**src/rtl/tytra_kernel_ctrl_multi.sv**
```systemverilog
// Multi-channel kernel control sequencer: ap_start edge -> per-channel start pulses, sticky done aggregation, busy counter.
// Optional ap_ctrl_chain handshake when TYTRA_KERNEL_CTRL_CHAIN_EN is defined (default is ap_ctrl_hs).
module tytra_kernel_ctrl_multi #(
  parameter int NUM_CH                     = 4,
  parameter int C_XFER_SIZE_WIDTH          = 32,
  parameter int LP_DEFAULT_LENGTH_IN_BYTES = 16384,
  parameter int C_CYCLE_CNT_WIDTH          = 48
) (
  input  logic                         ap_clk,
  input  logic                         ap_rst_n,
  input  logic                         ap_start,
  input  logic                         ap_continue,
  output logic                         ap_idle,
  output logic                         ap_ready,
  output logic                         ap_done,
  input  logic [NUM_CH-1:0]            ch_enable,
  input  logic [C_XFER_SIZE_WIDTH-1:0] xfer_size_in_bytes,
  output logic [NUM_CH-1:0]            ch_start,
  output logic [C_XFER_SIZE_WIDTH-1:0] ch_xfer_size,
  input  logic [NUM_CH-1:0]            ch_done,
  output logic [NUM_CH-1:0]            ch_done_status,
  output logic [C_CYCLE_CNT_WIDTH-1:0] busy_cycles
);

  // state  | meaning
  // IDLE   | waiting for a rising edge of ap_start
  // LAUNCH | one cycle: start pulses to enabled channels, ap_ready
  // RUN    | collecting done flags of enabled channels
  // DONE   | ap_done asserted; one cycle (hs) or until ap_continue (chain)
  typedef enum logic [1:0] {
    IDLE   = 2'd0,
    LAUNCH = 2'd1,
    RUN    = 2'd2,
    DONE   = 2'd3
  } state_t;

  localparam logic [C_XFER_SIZE_WIDTH-1:0] DEFAULT_SIZE =
    C_XFER_SIZE_WIDTH'(LP_DEFAULT_LENGTH_IN_BYTES);

  state_t                       state;
  state_t                       state_nxt;
  logic                         ap_start_q;
  logic                         start_pulse;
  logic [NUM_CH-1:0]            mask_r;
  logic [NUM_CH-1:0]            done_merge;
  logic                         run_complete;
  logic                         enter_done;
  logic [C_CYCLE_CNT_WIDTH-1:0] cycle_cnt;
  logic [C_CYCLE_CNT_WIDTH-1:0] cycle_cnt_inc;

  assign start_pulse   = ap_start & ~ap_start_q;
  assign done_merge    = ch_done_status | (ch_done & mask_r);
  assign run_complete  = (done_merge == mask_r);
  assign enter_done    = (state != DONE) && (state_nxt == DONE);
  assign cycle_cnt_inc = (&cycle_cnt) ? cycle_cnt : cycle_cnt + C_CYCLE_CNT_WIDTH'(1);

`ifndef TYTRA_KERNEL_CTRL_CHAIN_EN
  logic unused_ap_continue;
  assign unused_ap_continue = ap_continue;
`endif

  always_ff @(posedge ap_clk or negedge ap_rst_n) begin
    if (!ap_rst_n) begin
      state      <= IDLE;
      ap_start_q <= 1'b0;
    end else begin
      state      <= state_nxt;
      ap_start_q <= ap_start;
    end
  end

  always_comb begin
    state_nxt = state;
    ap_idle   = 1'b0;
    ap_ready  = 1'b0;
    ap_done   = 1'b0;
    ch_start  = '0;
    case (state)
      IDLE: begin
        ap_idle = 1'b1;
        if (start_pulse) state_nxt = LAUNCH;
      end
      LAUNCH: begin
        ap_ready  = 1'b1;
        ch_start  = mask_r;
        state_nxt = (mask_r == '0) ? DONE : RUN;
      end
      RUN: begin
        if (run_complete) state_nxt = DONE;
      end
      DONE: begin
        ap_done = 1'b1;
`ifdef TYTRA_KERNEL_CTRL_CHAIN_EN
        if (ap_continue) state_nxt = IDLE;
`else
        state_nxt = IDLE;
`endif
      end
      default: state_nxt = IDLE;
    endcase
  end

  // Run configuration and done tracking; busy_cycles captures the count including the cycle entering DONE.
  always_ff @(posedge ap_clk or negedge ap_rst_n) begin
    if (!ap_rst_n) begin
      mask_r         <= '0;
      ch_xfer_size   <= DEFAULT_SIZE;
      ch_done_status <= '0;
      cycle_cnt      <= '0;
      busy_cycles    <= '0;
    end else begin
      case (state)
        IDLE: begin
          if (start_pulse) begin
            mask_r         <= ch_enable;
            ch_xfer_size   <= (xfer_size_in_bytes == '0) ? DEFAULT_SIZE : xfer_size_in_bytes;
            ch_done_status <= '0;
            cycle_cnt      <= '0;
          end
        end
        LAUNCH: begin
          cycle_cnt <= cycle_cnt_inc;
        end
        RUN: begin
          ch_done_status <= done_merge;
          cycle_cnt      <= cycle_cnt_inc;
        end
        default: ;
      endcase
      if (enter_done) busy_cycles <= cycle_cnt_inc;
    end
  end

endmodule

```
**config.mk**
```make
export PLATFORM = sky130hd
export DESIGN_NAME = tytra_kernel_ctrl_multi
export DESIGN_NICKNAME = d
export VERILOG_FILES = /design/src/rtl/tytra_kernel_ctrl_multi.sv
export SDC_FILE = /design/constraint.sdc
export NUM_CORES = 1
export LEC_CHECK = 0
export BUFFER_PORTS_ARGS = -buffer_cell sky130_fd_sc_hd__buf_2
export CAP_MARGIN = 20
export CORE_ASPECT_RATIO = 1.5
export CORE_MARGIN = 2
export CORE_UTILIZATION = 25
export CTS_CLUSTER_SIZE = 14
export DETAILED_ROUTE_END_ITERATION = 16
export SYNTH_ARGS = -nofsm -noshare
export SYNTH_HDL_FRONTEND = slang
export SYNTH_SLANG_ARGS = --single-unit
```
**constraint.sdc**
```tcl
create_clock -name ap_clk -period 2.25 [get_ports ap_clk]
set_clock_uncertainty 0.1 [all_clocks]
set_input_delay 0.45 -clock ap_clk [delete_from_list [all_inputs] [get_ports ap_clk]]
set_output_delay 0.45 -clock ap_clk [all_outputs]
set_load 0.02 [all_outputs]
```
# == Word level (Yosys, flattened, before mapping) ==
# Cells that the tools add are included.
# totals
ff_bits,139
latch_bits,0
mem_bits_rw,0
mem_bits_ro,0
input_bits,44
word_cells,44
memories,0
# op_classes
n_addsub,1
mul,0
div,0
n_lt_le_gt_ge,0
n_eq_ne,7
shifts,0
n_mux,14
n_bitwise,4
n_reduce_logical,11
# op_table
op,n
two-way mux 48 bit,2
case mux 48 bit (2 select lines),1
adder 48 x 1 -> 48 bit (second input constant),1
AND reduction 48 bit,1
zero test 32 bit,1
two-way mux 32 bit,1
two-way mux 4 bit,2
case mux 2 bit (4 select lines),1
case mux 4 bit (2 select lines),1
equality test 2 bit (second input constant),3
AND reduction 2 bit,3
AND 4 bit,1
equality test 4 bit,1
zero test 4 bit,1
two-way mux 1 bit,4
two-way mux 2 bit,2
inequality test 2 bit (second input constant),2
OR 4 bit,1
nonzero test 2 bit,2
equality test 2 x 1 -> 1 bit (second input constant),1
zero test 2 bit,1
OR reduction 2 bit,1
AND 1 bit,1
logical AND 1 bit,1
NOT 1 bit,1

# == Depth between registers and ports, before layout ==
# Gate-level depths: netlist (run 1).
# depth
depth_word,7
ltp_mapped,10
depth_no_buf,8

# == Least setup slack after synthesis (run 1) ==
# Ideal clock, no wire load.
# synth_path
path_kind,reg2reg
startpoint,register state[1]
endpoint,register busy_cycles[0]
arrival_time_ns,2.246
required_ns,2.025
slack_ns,-0.221
stages_incl_launch_ff,9
path_buffers,1
period_less_slack_ns,2.471
path_cell_list,dfrtp_1 inv_1 ha_1 or4b_1 o311ai_1 a41o_1 nor3b_4 buf_6 mux2_2
# synth_via
elab_chain_len,4
# synth_rtl
item,line_no,rtl
from (decl),40,state_t state;
from (signal assigned),67,state <= state_nxt;
equality test 2 bit (tied with other cells),78,case (state)
case mux 2 bit (4 select lines) (*),78,
named net state_nxt[0],41,state_t state_nxt;
equality test 2 bit (*),54,assign enter_done = (state != DONE) && (state_nxt == DONE);
logical AND 1 bit (*),54,
to (signal assigned),130,if (enter_done) busy_cycles <= cycle_cnt_inc;
to (decl),22,output logic [C_CYCLE_CNT_WIDTH-1:0] busy_cycles
# The timed path passes the listed nets; every way through them passes the cells marked *.
# A chain may end at the register's enable or synchronous reset.

# == Worst setup path after layout (run 1) ==
# layout_path
startpoint,register state[1]
endpoint,register busy_cycles[31]
# The elaborated chain is that of the path after synthesis.

==> results of run 1 <==
## logic make-up after synthesis
group                      share of synthesized area [%]
muxes                                              6.631
AOI/OAI and AO/OA                                  14.17
and+or+nand+nor                                    20.83
adders and majority gates                         0.8702
DFF                                                48.40
buffers and inverters                              3.620
xor gates and xnor gates                           5.482
## area by class of cell
cell class,instances,area (µm²),area share [%]
Clock inverter,13,146.4,1.448
Clock buffer,18,439.2,4.345
Multi-Input combinational cell,522,3660,36.21
Inverter,13,52.55,0.5199
Tap cell,351,439.2,4.345
Timing Repair Buffer,269,1889,18.69
Sequential cell,139,3482,34.45
## registers in the layout, summed over array words and instances, names as in the netlist
name / cells
state: 2
ch_done_status: 4
busy_cycles: 48
mask_r: 4
ap_start_q: 1
ch_xfer_size: 32
cycle_cnt: 48
## timing repair
item | 4_1_cts | 5_1_grt
gates resized for setup | 10 | 45
pin swaps | 2 | 19
endpoints found under the hold margin | 29 | 0
buffers inserted | 4 | 10
gates cloned | 2 | 0
hold buffers | 1 | 0
endpoints found under the setup margin | 56 | 85
## report_power, final
group	leakage (nW)	switching, W	internal, W
logic	2.51	0.00437	0.00299
registers	1.70	0.000550	0.00357
clock network	0.271	0.00115	0.00166
## per-stage QoR
| stage | area (µm²) | instances |
|---|---|---|
| 6_report | 10110 | 1325 |
| 5_1_grt | 10110 | 1325 |
| 4_1_cts | 9878 | 1316 |
| 3_5_place_dp | 9154 | 1278 |
| 3_3_place_gp | 9154 | 1278 |
| 2_1_floorplan | 7216 | 718 |
## cell usage after synthesis (3+ instances only)
| master | instances | share of area (%) |
|---|---|---|
| a211oi_1 | 3 | 0.31 |
| a21o_1 | 8 | 0.84 |
| a21oi_1 | 60 | 4.2 |
| a21oi_2 | 3 | 0.37 |
| a22oi_1 | 7 | 0.73 |
| a31oi_1 | 12 | 1.0 |
| and2_1 | 8 | 0.70 |
| and3_1 | 13 | 1.1 |
| and4_1 | 10 | 1.2 |
| buf_2 | 18 | 1.3 |
| buf_4 | 4 | 0.42 |
| clkbuf_1 | 20 | 1.0 |
| dfrtp_1 | 138 | 48 |
| ha_1 | 5 | 0.87 |
| inv_1 | 12 | 0.63 |
| mux2_2 | 37 | 5.8 |
| mux2i_1 | 6 | 0.84 |
| nand2_1 | 54 | 2.8 |
| nand3_1 | 30 | 2.1 |
| nand4_1 | 20 | 1.7 |
| nand4_2 | 4 | 0.70 |
| nor2_1 | 76 | 4.0 |
| nor3_1 | 6 | 0.42 |
| nor3_2 | 3 | 0.42 |
| nor4_1 | 11 | 0.96 |
| nor4_4 | 5 | 1.5 |
| o2111ai_1 | 3 | 0.37 |
| o21ai_0 | 29 | 2.0 |
| o21ai_1 | 5 | 0.35 |
| o31ai_1 | 15 | 1.6 |
| or3_1 | 12 | 1.0 |
| xnor2_1 | 19 | 2.3 |
| xor2_1 | 26 | 3.2 |
## critical path, cell delays in order, from the launching register on
cell and delay (ps):
dfrtp_1 390, inv_2 80, ha_4 120, or4b_4 450
o311ai_2 220, a41o_1 170, nor3b_4 240, buf_12 180
buf_12 170, nor2_1 50, a21oi_1 140
## final timing paths
check                                        startpoint                            to
setup / recovery                     state[1]$_DFF_PN0_   busy_cycles[31]$_DFFE_PN0P_
hold / removal                                 ap_start          ap_start_q$_DFF_PN0_
setup reg to reg                     state[1]$_DFF_PN0_   busy_cycles[31]$_DFFE_PN0P_
hold reg to reg            ch_xfer_size[14]$_DFFE_PN1P_  ch_xfer_size[14]$_DFFE_PN1P_
max in group asynchronous                      ap_rst_n         mask_r[2]$_DFFE_PN0P_
min in group asynchronous                      ap_rst_n  ch_xfer_size[28]$_DFFE_PN0P_
## per-layer routing
| metal | GRT usage [%] | up-vias | wire, µm |
|---|---|---|---|
| li1 | - | 3113 | - |
| met1 | 14.98 | 3085 | 8478 |
| met2 | 25.02 | 169 | 10820 |
| met3 | 3.551 | 30 | 915 |
| met4 | 6.282 | 0 | 509 |
| met5 | 0 | - | 0 |
==> flow_summary.json, run 1 <==
{
  "fmaxAchievable_ghz": 0.4171,
  "track_usage_pct": 13.82,
  "cts_sinks": 139,
  "hold_violations": 0,
  "async_reset_ff_share_pct": 100.0,
  "first_iter_violations": 296,
  "ir_worst_vdd_v": 0.0008153,
  "drt_first_pass_iters": 5,
  "syn_to_final_growth_pct": 40.60,
  "pre_cts_ws_ps": -169.6,
  "grt_first_pass_wirelength_um": 32370,
  "worst_slack_ps": -147.5,
  "status": "finished with violations",
  "clk_path_buf_depth": 2,
  "netlist-cell-type-count": 61,
  "final_util_pct": 35.43,
  "clockRootBuffer": "clkbuf_16",
  "final_common_cell": "dfrtp_1",
  "via_per_inst": 4.828,
  "finalSetupTns_ps": -4475,
  "die_h_um": 211.7,
  "clock_latency_ps": 430,
  "hold_depth": 1,
  "htree_levels": 4,
  "die_x_um": 142.5,
  "hpwl_um": 14900,
  "io_pins": 135,
  "worst_pin_slew_ps": 445.5,
  "antenna_left": 0,
  "hold_slack_ps": 51.52,
  "worstSetupPathType": "reg -> reg",
  "critPathMaxFanout": 26,
  "synth_area_um2": 7189,
  "vias": 6397,
  "finalCritPeriodShare_pct": 106.6,
  "wl_um": 20720,
  "synth_ff_type": "dfrtp_1",
  "start_kind": "register",
  "ys_ff_latch": 139,
  "avgSynthCellArea_um2": 10.01,
  "start_util_pct": 25.20,
  "rsz0062_at_grt": "yes",
  "min_path_type": "in -> reg",
  "rrSetupSlack_ps": -150,
  "tritoncts": "done",
  "n_fill_cell": 2871,
  "ys_seq_area_share_pct": 48.40,
  "required_ps": 2490,
  "reg2reg_depth": 10,
  "antenna_found_initial": 0,
  "antennaDiodeCount": 0,
  "p_total_w": 0.01429,
  "arrival_ps": 2640,
  "relSlewSlack_pct": 70.03,
  "rows": 76,
  "period_minus_slack_ps": 2398,
  "route.detailed.drc": 0,
  "powerDensity_nw_per_um2": 1414,
  "grt_pass1_vias": 6331,
  "synth_warnings": 0,
  "mostFrequentLayoutCells": "dfrtp_1, buf_2, buf_4",
  "final_net_count": 1011,
  "drive_above_1_share_pct": 41.38,
  "die_area_um2": 30160,
  "end_kind": "register",
  "setup_viol": 47,
  "grt_max_degree": 43,
  "cap_violations": 0,
  "portBuffers": 133,
  "synthCells": 718,
  "syn-num-nets": 767,
  "clkTransAtPathRegs_ps": 60,
  "wire_per_inst_um": 15.64,
  "routabilityCongestion": 0.8235,
  "cts-buffers-inserted": 17,
  "leakagePower_nw": 4.482,
  "core_um2": 28530,
  "grt_overflow": 0,
  "violations": "negative setup slack",
  "finalMaxSlewViolations": 0,
  "synth_edf_count": 0
}
(Power assumes the default switching activity.)
==> run 2, diff against run 1 <==
--- a/constraint.sdc
+++ b/constraint.sdc
@@ -3,3 +3,3 @@
 set_input_delay 0.45 -clock ap_clk [delete_from_list [all_inputs] [get_ports ap_clk]]
 set_output_delay 0.45 -clock ap_clk [all_outputs]
-set_load 0.02 [all_outputs]
+set_load 0.01 [all_outputs]
==> flow_summary.json, run 2 (synthesis results as in run 1) <==
{
  "hold_depth": 1,
  "portBuffers": 133,
  "via_per_inst": 4.846,
  "die_h_um": 211.7,
  "tritoncts": "done",
  "cts_sinks": 139,
  "hold_violations": 0,
  "reg2reg_depth": 8,
  "grt_overflow": 0,
  "start_util_pct": 25.20,
  "min_path_type": "in -> reg",
  "cts-buffers-inserted": 17,
  "rsz0062_at_grt": "yes",
  "crit_slowest_cell": "or4b_4",
  "wl_um": 20770,
  "drive_above_1_share_pct": 39.77,
  "finalCritPeriodShare_pct": 107.7,
  "track_usage_pct": 13.33,
  "largestRegisters": "busy_cycles: 48 flops, cycle_cnt: 48 flops, ch_xfer_size: 32 flops",
  "fmaxAchievable_ghz": 0.4128,
  "finalMaxSlewViolations": 0,
  "final_net_count": 1009,
  "critPathMaxFanout": 9,
  "finalSetupTns_ps": -4887,
  "worst_slack_ps": -172.5,
  "powerDensity_nw_per_um2": 1394,
  "final_common_cell": "dfrtp_1",
  "vias": 6416,
  "die_area_um2": 30160,
  "mostFrequentLayoutCells": "dfrtp_1, buf_2, buf_4",
  "slowest_delay_ps": 450,
  "clk_path_buf_depth": 2,
  "pre_cts_ws_ps": -134.9,
  "clockRootBuffer": "clkbuf_16",
  "relSlewSlack_pct": 68.53,
  "clkTransAtPathRegs_ps": 60,
  "syn_to_final_growth_pct": 39.82,
  "start_kind": "register",
  "core_um2": 28530,
  "rrSetupSlack_ps": -170,
  "grt_pass1_vias": 6224,
  "hpwl_um": 14510,
  "routabilityCongestion": 0.8233,
  "violations": "negative setup slack",
  "end_kind": "register",
  "antenna_left": 0,
  "timing.critical_path.cells": "inv_2 -> ha_4 -> or4b_4 -> o311ai_2 -> a41o_1 -> nor3b_4 -> buf_12 -> mux2_2",
  "cap_violations": 0,
  "first_iter_violations": 246,
  "clock_latency_ps": 430,
  "ir_worst_vdd_v": 0.0009519,
  "required_ps": 2460,
  "antennaDiodeCount": 0,
  "grt_max_degree": 57,
  "leakagePower_nw": 4.483,
  "worstSetupPathType": "reg -> reg",
  "antenna_found_initial": 0,
  "arrival_ps": 2630,
  "htree_levels": 4,
  "hold_slack_ps": 52.83,
  "route.detailed.drc": 0,
  "wire_per_inst_um": 15.69,
  "period_minus_slack_ps": 2423,
  "die_x_um": 142.5,
  "final_util_pct": 35.24,
  "drt_first_pass_iters": 5,
  "worst_pin_slew_ps": 467.8,
  "grt_first_pass_wirelength_um": 31700,
  "status": "finished with violations",
  "setup_viol": 48,
  "rows": 76,
  "io_pins": 135
}
## run 2: layout make-up
class,instances,area (µm²)
Timing Repair Buffer,267,1893
Tap cell,351,439.2
Clock buffer,21,460.4
Multi-Input combinational cell,522,3590
Inverter,13,52.55
Sequential cell,139,3482
Fill cell,2863,18480
Clock inverter,11,135.1
## run 2: timing repair
item / 4_1_cts / 5_1_grt
hold buffers: 1 / 0
endpoints found under the setup margin: 65 / 77
setup buffers: 2 / 14
pin swaps: 2 / 8
endpoints found under the hold margin: 16 / 0
gates cloned: 0 / 3
resized for setup: 10 / 35
## run 2: power by group
group / switching (W) / total (W) / leakage (nW) / internal (W)
combinational: 0.00384 / 0.00700 / 2.50 / 0.00316
sequential: 0.000580 / 0.00415 / 1.70 / 0.00357
clock: 0.00115 / 0.00286 / 0.281 / 0.00171
total: 0.00557 / 0.0140 / 4.48 / 0.00844
## run 2: through the flow
step           cell area, µm²  std cells  power, W
2_1_floorplan            7213        718  0.007857
3_3_place_gp             9106       1272   0.01056
3_5_place_dp             9106       1272   0.01070
4_1_cts                  9767       1307   0.01366
5_1_grt                 10050       1324   0.01505
6_report                10050       1324   0.01401
## run 2: routing by layer
layer	vias up	track usage (%)	part of all wire, %
met5	-	0	0
met2	175	24.47	52
li1	3100	-	-
met1	3114	14.80	42
met4	0	5.053	2.0
met3	27	3.054	4.3
## run 2: worst max-delay path, delay by kind of cell (launching register included)
family / cells / cell delay [ps]
buf+inv: 2 / 270
fa+ha+maj: 1 / 120
mux: 1 / 340
simple gates: 2 / 680
flops: 1 / 380
compound gates: 2 / 410
## run 2: final timing paths
check	from	end
max	state[1]$_DFF_PN0_	busy_cycles[32]$_DFFE_PN0P_
max in group asynchronous	ap_rst_n	ch_xfer_size[14]$_DFFE_PN1P_
min in group asynchronous	ap_rst_n	ch_xfer_size[21]$_DFFE_PN0P_
min	ap_start	ap_start_q$_DFF_PN0_
max reg2reg	state[1]$_DFF_PN0_	busy_cycles[32]$_DFFE_PN0P_
min reg2reg	ch_xfer_size[14]$_DFFE_PN1P_	ch_xfer_size[14]$_DFFE_PN1P_
==> run 3, diff against run 2 <==
- SETUP_SLACK_MARGIN: default -> 0.02
==> flow_summary.json, run 3 (synthesis results as in run 1) <==
{
  "syn_to_final_growth_pct": 40.41,
  "required_ps": 2460,
  "final_net_count": 1011,
  "finalCritPeriodShare_pct": 106.8,
  "cts-buffers-inserted": 17,
  "combPwrFrac_pct": 50.1,
  "start_util_pct": 25.20,
  "clockRootBuffer": "clkbuf_16",
  "leakagePower_nw": 4.471,
  "portBuffers": 133,
  "clk_path_buf_depth": 2,
  "tritoncts": "done",
  "final_common_cell": "dfrtp_1",
  "track_usage_pct": 13.85,
  "relSlewSlack_pct": 67.85,
  "cts_sinks": 139,
  "rows": 76,
  "critPathMaxFanout": 9,
  "switching_power_w": 0.005526,
  "core_um2": 28530,
  "drt_first_pass_iters": 5,
  "antenna_found_initial": 0,
  "worstSetupPathType": "reg -> reg",
  "finalSetupTns_ps": -4343,
  "use_met3_pct": 3.235,
  "swShare_pct": 40.34,
  "clkPwrFrac_pct": 19.7,
  "io_pins": 135,
  "seq_power_share_pct": 30.2,
  "die_h_um": 211.7,
  "mostFrequentLayoutCells": "dfrtp_1, buf_2, buf_4",
  "rsz0062_at_grt": "yes",
  "period_minus_slack_ps": 2403,
  "wire_per_inst_um": 15.96,
  "antennaDiodeCount": 0,
  "clock_latency_ps": 430,
  "antenna_left": 0,
  "cap_violations": 0,
  "worst_slack_ps": -152.8,
  "min_path_type": "in -> reg",
  "end_kind": "register",
  "worst_pin_slew_ps": 477.8,
  "use_met2_pct": 25.38,
  "grt_pass1_vias": 6319,
  "route.detailed.drc": 0,
  "pre_cts_ws_ps": -130.5,
  "clkTransAtPathRegs_ps": 60,
  "timing.critical_path.cells": "inv_2 -> ha_4 -> or4b_4 -> o311ai_2 -> a41o_1 -> nor3b_4 -> buf_12 -> mux2_2",
  "powerDensity_nw_per_um2": 1357,
  "status": "finished with violations",
  "fmaxAchievable_ghz": 0.4162,
  "grt_first_pass_wirelength_um": 32690,
  "grt_overflow": 0,
  "arrival_ps": 2610,
  "largestRegisters": "busy_cycles: 48 flops, cycle_cnt: 48 flops, ch_xfer_size: 32 flops",
  "slowest_delay_ps": 460,
  "setup_viol": 48,
  "gr-usage-met1_pct": 15.73,
  "wl_um": 21160,
  "busiest_layer": "met2",
  "die_x_um": 142.5,
  "finalMaxSlewViolations": 0,
  "start_kind": "register",
  "ir_worst_vdd_v": 0.0008693,
  "htree_levels": 4,
  "p_int_w": 0.008174,
  "grt_max_degree": 45,
  "first_iter_violations": 267,
  "drive_above_1_share_pct": 40.21,
  "vias": 6408,
  "via_per_inst": 4.833,
  "routabilityCongestion": 0.8661,
  "hold_violations": 0,
  "crit_slowest_cell": "or4b_4",
  "hpwl_um": 14730,
  "violations": "negative setup slack",
  "die_area_um2": 30160
}
==> run 3: changes by cell type in the layout (fill, tap and decap cells not counted), sizes merged <==
cell and change:
clkinvlp +3, clkbuf -2, buf +3, inv -1, bufinv -1
==> run 3: final timing paths <==
check	startpoint	endpoint	slack, ps	cells past startpoint
min reg2reg	ch_xfer_size[14]$_DFFE_PN1P_	ch_xfer_size[14]$_DFFE_PN1P_	390	2
max in group asynchronous	ap_rst_n	busy_cycles[14]$_DFFE_PN0P_	1000	3
max reg2reg	state[1]$_DFF_PN0_	busy_cycles[32]$_DFFE_PN0P_	-150	8
min	ap_start	ap_start_q$_DFF_PN0_	70	1
min in group asynchronous	ap_rst_n	ch_xfer_size[22]$_DFFE_PN0P_	400	2
max	state[1]$_DFF_PN0_	busy_cycles[32]$_DFFE_PN0P_	-150	8
==> run 3: cell type report <==
type | count | area, µm²
clock inverter | 12 | 117.6
sequential | 139 | 3481
clock buffer | 20 | 446.7
timing repair buffer | 269 | 1927
tap | 351 | 439.2
multi-input combinational | 522 | 3635
inverter | 13 | 48.80
fill | 2887 | 18430
==> run 3: power groups by stage <==
stage	Clock (W)	Combinational [W]	Sequential, W
after floorplan	0	0.00325	0.00461
after global placement	0	0.00638	0.00413
after detailed placement	0	0.00650	0.00417
after CTS	0.00277	0.00660	0.00413
after global routing	0.00289	0.00761	0.00427
final	0.00269	0.00687	0.00414
==> run 3: routing by layer <==
layer / part of all wire, % / vias up / wire length [µm]
met1: 41 / 3094 / 8613
met5: 0 / - / 0
met3: 4.9 / 24 / 1035
li1: - / 3108 / -
met2: 53 / 182 / 11200
met4: 1.5 / 0 / 311
==> run 3: critical path, delay by kind of cell, from the launching register on <==
family | cells | cell delay [ps]
compound gates | 2 | 380
fa+ha+maj | 1 | 130
buf+inv | 2 | 260
flops | 1 | 380
mux | 1 | 340
simple gates | 2 | 690
==> run 3: metrics by stage <==
stage	instance area (µm²)	instances	hold WS [ps]	power (W)	utilization [%]
CTS	9847	1316	39.02	0.01351	34.52
floorplan	7213	718	54.41	0.007857	-
detailed placement	9121	1274	283.6	0.01067	31.97
finish	10090	1326	65.28	0.01370	35.39
global placement	9121	1274	282.2	0.01051	31.97
global route	10090	1326	46.19	0.01478	35.39
==> run 3: timing repair <==
action                     CTS  global route
cloned                       2             2
gates resized for setup     13            33
pin swaps                    9             8
buffers inserted             7             8
hold buffers                 1             0
setup endpoints to repair   66            79
hold endpoints to repair    34             0
